==> src/rtl/dac_dual_tx.sv <==
// Dual-channel serial DAC transmitter for DAC121S101-class converters.
// Two 16-bit frames {2'b00, pd_mode, sample} are shifted out MSB first
// on shared SCLK/SYNC. SCLK is clk divided by 2*CLK_DIV.
// Data lines only move at sync fall or on SCLK rising edges.
//
// state | meaning
// IDLE  | ready for a sample pair, all DAC lines at idle values
// SHIFT | sync low, 32 SCLK half-periods, one bit per SCLK period
// GAP   | sync high for CLK_DIV cycles before returning to IDLE
module dac_dual_tx #(
  parameter int CLK_DIV = 13
) (
  input  logic        clk,
  input  logic        rst,
  input  logic        s_valid,
  output logic        s_ready,
  input  logic [11:0] ch_a,
  input  logic [11:0] ch_b,
  input  logic [1:0]  pd_mode,
  output logic        dac_sync_n,
  output logic        dac_sclk,
  output logic        dac_sdata_a,
  output logic        dac_sdata_b,
  output logic        frame_done
);

  localparam int DW = (CLK_DIV > 2) ? $clog2(CLK_DIV) : 1;
  localparam logic [DW-1:0] DIV_LAST = DW'(CLK_DIV - 1);

  typedef enum logic [1:0] {IDLE, SHIFT, GAP} state_t;

  state_t      state;
  logic [DW-1:0] div_cnt;
  logic [4:0]  half_cnt;
  // Bit 15 of each frame word is always zero and is driven directly at
  // accept, so the shift registers hold only the remaining bits 14:0.
  logic [14:0] sh_a;
  logic [14:0] sh_b;
  logic        div_wrap;

  assign div_wrap = (div_cnt == DIV_LAST);

  // Frame sequencer: accept, SCLK generation, shifting and inter-frame gap.
  always_ff @(posedge clk or posedge rst) begin
    if (rst) begin
      state       <= IDLE;
      div_cnt     <= '0;
      half_cnt    <= '0;
      sh_a        <= '0;
      sh_b        <= '0;
      s_ready     <= 1'b0;
      dac_sync_n  <= 1'b1;
      dac_sclk    <= 1'b1;
      dac_sdata_a <= 1'b0;
      dac_sdata_b <= 1'b0;
      frame_done  <= 1'b0;
    end else begin
      frame_done <= 1'b0;
      case (state)
        IDLE: begin
          s_ready <= 1'b1;
          if (s_valid && s_ready) begin
            state       <= SHIFT;
            s_ready     <= 1'b0;
            div_cnt     <= '0;
            half_cnt    <= '0;
            sh_a        <= {1'b0, pd_mode, ch_a};
            sh_b        <= {1'b0, pd_mode, ch_b};
            dac_sync_n  <= 1'b0;
            dac_sclk    <= 1'b1;
            dac_sdata_a <= 1'b0;
            dac_sdata_b <= 1'b0;
          end
        end
        SHIFT: begin
          if (div_wrap) begin
            div_cnt  <= '0;
            half_cnt <= half_cnt + 5'd1;
            if (!half_cnt[0]) begin
              dac_sclk <= 1'b0;
            end else if (half_cnt != 5'd31) begin
              dac_sclk    <= 1'b1;
              dac_sdata_a <= sh_a[14];
              dac_sdata_b <= sh_b[14];
              sh_a        <= {sh_a[13:0], 1'b0};
              sh_b        <= {sh_b[13:0], 1'b0};
            end else begin
              dac_sclk    <= 1'b1;
              dac_sync_n  <= 1'b1;
              dac_sdata_a <= 1'b0;
              dac_sdata_b <= 1'b0;
              state       <= GAP;
            end
          end else begin
            div_cnt <= div_cnt + 1'b1;
          end
        end
        GAP: begin
          if (div_wrap) begin
            div_cnt    <= '0;
            state      <= IDLE;
            s_ready    <= 1'b1;
            frame_done <= 1'b1;
          end else begin
            div_cnt <= div_cnt + 1'b1;
          end
        end
        default: state <= IDLE;
      endcase
    end
  end

endmodule

==> config.mk <==
export PLATFORM = sky130hd
export DESIGN_NAME = dac_dual_tx
export DESIGN_NICKNAME = d
export VERILOG_FILES = /design/src/rtl/dac_dual_tx.sv
export SDC_FILE = /design/constraint.sdc
export NUM_CORES = 1
export LEC_CHECK = 0
export ABC_AREA = 1
export BUFFER_PORTS_ARGS = -buffer_cell sky130_fd_sc_hd__buf_2
export CORE_AREA = 3 3 79 81
export DETAILED_ROUTE_END_ITERATION = 6
export DIE_AREA = 0 0 82 84
export PLACE_DENSITY = 0.66
export SLEW_MARGIN = 5
export SYNTH_ARGS = -nofsm -noshare
export SYNTH_HDL_FRONTEND = slang
export SYNTH_SLANG_ARGS = --single-unit
==> constraint.sdc <==
create_clock -name clk -period 4.5 [get_ports clk]
set_clock_uncertainty 0.2 [all_clocks]
set_input_delay 0.45 -clock clk [delete_from_list [all_inputs] [get_ports clk]]
set_output_delay 0.45 -clock clk [all_outputs]
set_load 0.005 [all_outputs]
==> metrics <==
run status=finished, final reports clean; worst hold start=ch_b[0]; initial antenna violation count=0; final worst path period need=2480 ps; final setup fails=0; FF-to-FF Start=state[1]$_DFFE_PP0P_; post-synth top area cell=dfrtp_1; worst vdd ir=0.333 mV; max-slew violations=0; pwr/cell area=between 600 and 700 mW/mm²; DP HPWL=3.39 mm; Area Overhead vs Synth=11.5%; Hold Path Class=in2reg; Core Footprint=0.00554 mm²; Cells after Synth=roughly 330; wirelength, routed=around 5.3 mm; CTS sink cnt=47; period utilization=55.1%; # port buffers=34; Nets=393; hold buffers post-CTS=0; later-pin clock latency in the skew report=300 ps; Critical Path Sink=sh_b[4]$_DFFE_PP0P_; critical path class=reg2reg; max cap viols=0; # Post-CTS Setup Buffers=0; vias in the first global route=1964; post-place setup slack=about 2000 ps; Die ar.=~0.007 mm²; Ports=35; commonest cells in the netlist=nand2_1, dfrtp_1, nand4_1; CP endpoint kind=flop; post-route setup slack=between 2000 and 2500 ps; worst slew pin tran=989 ps; number of synthesis warnings=0; register bit total from synthesis=47; Initial DRT Pass Iterations=4; worst path arrival time=2470 ps; vias=2139; most frequent cell after synthesis=nand2_1; initial core utilization=44.6%; met3 Resource Use GR=3.24%; Die Y=84 µm; total power=1.79 mW; synthesized area=0.00247 mm²; LEAKAGE=between 1.5 and 2 nW; reg2reg end=sh_b[4]$_DFFE_PP0P_; GR Layer Usage met2=between 20% and 30%; violation count after the first detailed-routing iteration=179; RSZ-0062 raised after global routing=false; type of origin of the critical path=flop; Root Driver=clkbuf_8; DRC viols=0; EDFF count, synth=0; critical path data required time=approximately 4500 ps; post-synthesis sequential area ratio=47.7%; Mapped Nets=approximately 370; ANT cells=0; Netlist cell types=21; Die W=a little over 80 µm; ys flop type=dfrtp_1; # resized after CTS=0; vias per std cell=4.99; grt peak-use layer=met1; fmax=around 400 MHz; top cells by area, synth=dfrtp_1, nand2_1, nand4_1; CP startpoint=state[1]$_DFFE_PP0P_; first-pass GRT wire length=9.34 mm; share of cells above drive strength 1=14.8%; total gr overflow=0; setup_tns=0 ps; H-tree depth=2; setup slack, reg-to-reg=2020 ps; met1 usage=25.2%; Rel. slew slack=34.0%; fillcell total=578; final hold violations=0; hold_ws=149 ps; Synth async-reset ratio=100%; CTS Buffer Depth=2; largest net degree at the start of global routing=48; WL per Instance=12.4 µm; R2R cell count=8; CTS tree=built; GRT Util Overall=17.2%; Post-Syn Area per Cell=roughly 7.5 µm²; CTS buffer count=5; crit-path max FO=26; ANT nets after route=0; Worst-path clk slew=90 ps; Final Wtd Congestion=0.798; Synth top area share=45.5%; Site Rows=27
worst min path at each step:
| stage | endpoint | slack, ps | depth (start not counted) |
|---|---|---|---|
| after floorplan | sh_b[0]$_DFFE_PP0P_ | 240 | 2 |
| after global placement | dac_sclk$_DFFE_PP1P_ | 250 | 2 |
| after detailed placement | dac_sdata_b$_DFFE_PP0P_ | 260 | 2 |
| after CTS | sh_b[0]$_DFFE_PP0P_ | 140 | 3 |
| after global routing | sh_b[0]$_DFFE_PP0P_ | 140 | 3 |
| final | sh_b[0]$_DFFE_PP0P_ | 150 | 3 |
flip-flops by register name, indices dropped and copies added (netlist names), 2 cells and up:
register and cells:
sh_a 15, sh_b 15, half_cnt 5, div_cnt 4, state 2
critical path, stage by stage, from the launching register on:
cell and delay (ps):
dfrtp_1 400, inv_1 90, ha_1 230, inv_2 220
o21ai_2 500, nand3_1 270, buf_4 310, nand2_1 90
nand2_1 50
metal layers:
layer	routed length [µm]	vias up
li1	-	1114
met1	2600	972
met2	2410	45
met3	255	8
met4	73	0
met5	0	-
cells in the final DEF (no fill, tap or decap):
cell type and count:
o21ai_2 2, clkinv_2 1, nor2_1 4, o211ai_1 1, inv_1 13, a21o_1 1
nand2_1 174, buf_4 4, nor3_1 1, or2_2 1, nand3_1 12, dfstp_2 2
clkbuf_8 6, nand2_2 1, o21ai_1 4, nand4_1 32, ha_1 7, dfrtp_1 45
xor2_1 2, inv_2 2, o21ai_0 8, buf_2 34
layout make-up:
type / instances / area, µm² / share of cell area [%]
Multi-Input combinational cell: 250 / 1140 / 41.5
Clock buffer: 6 / 82.6 / 3.00
Sequential cell: 47 / 1180 / 42.8
Clock inverter: 1 / 5.00 / 0.182
Inverter: 15 / 56.3 / 2.04
Tap cell: 72 / 90.1 / 3.27
Timing Repair Buffer: 38 / 200 / 7.26
stage by stage:
step,cell area [µm²],cells,utilization [%]
after global placement,2670,422,48.2
after detailed placement,2670,422,48.2
final,2760,429,49.8
after global routing,2760,429,49.8
after CTS,2760,429,49.8
after floorplan,2470,331,-
logic make-up after synthesis:
kind of cell | count (synthesis) | synth area share [%]
xor+xnor | 2 | 0.709
simple gates | 225 | 38.3
buf+inv | 34 | 6.22
fa+ha+maj | 7 | 3.54
flops | 47 | 47.7
compound gates | 16 | 3.59
report_power, final:
group / switching (mW) / leakage, nW / internal [mW]
Clock: 0.135 / 0.0470 / 0.121
Combinational: 0.585 / 0.895 / 0.258
Sequential: 0.0972 / 0.606 / 0.594
Note: power is estimated with default switching activity, not from simulation.
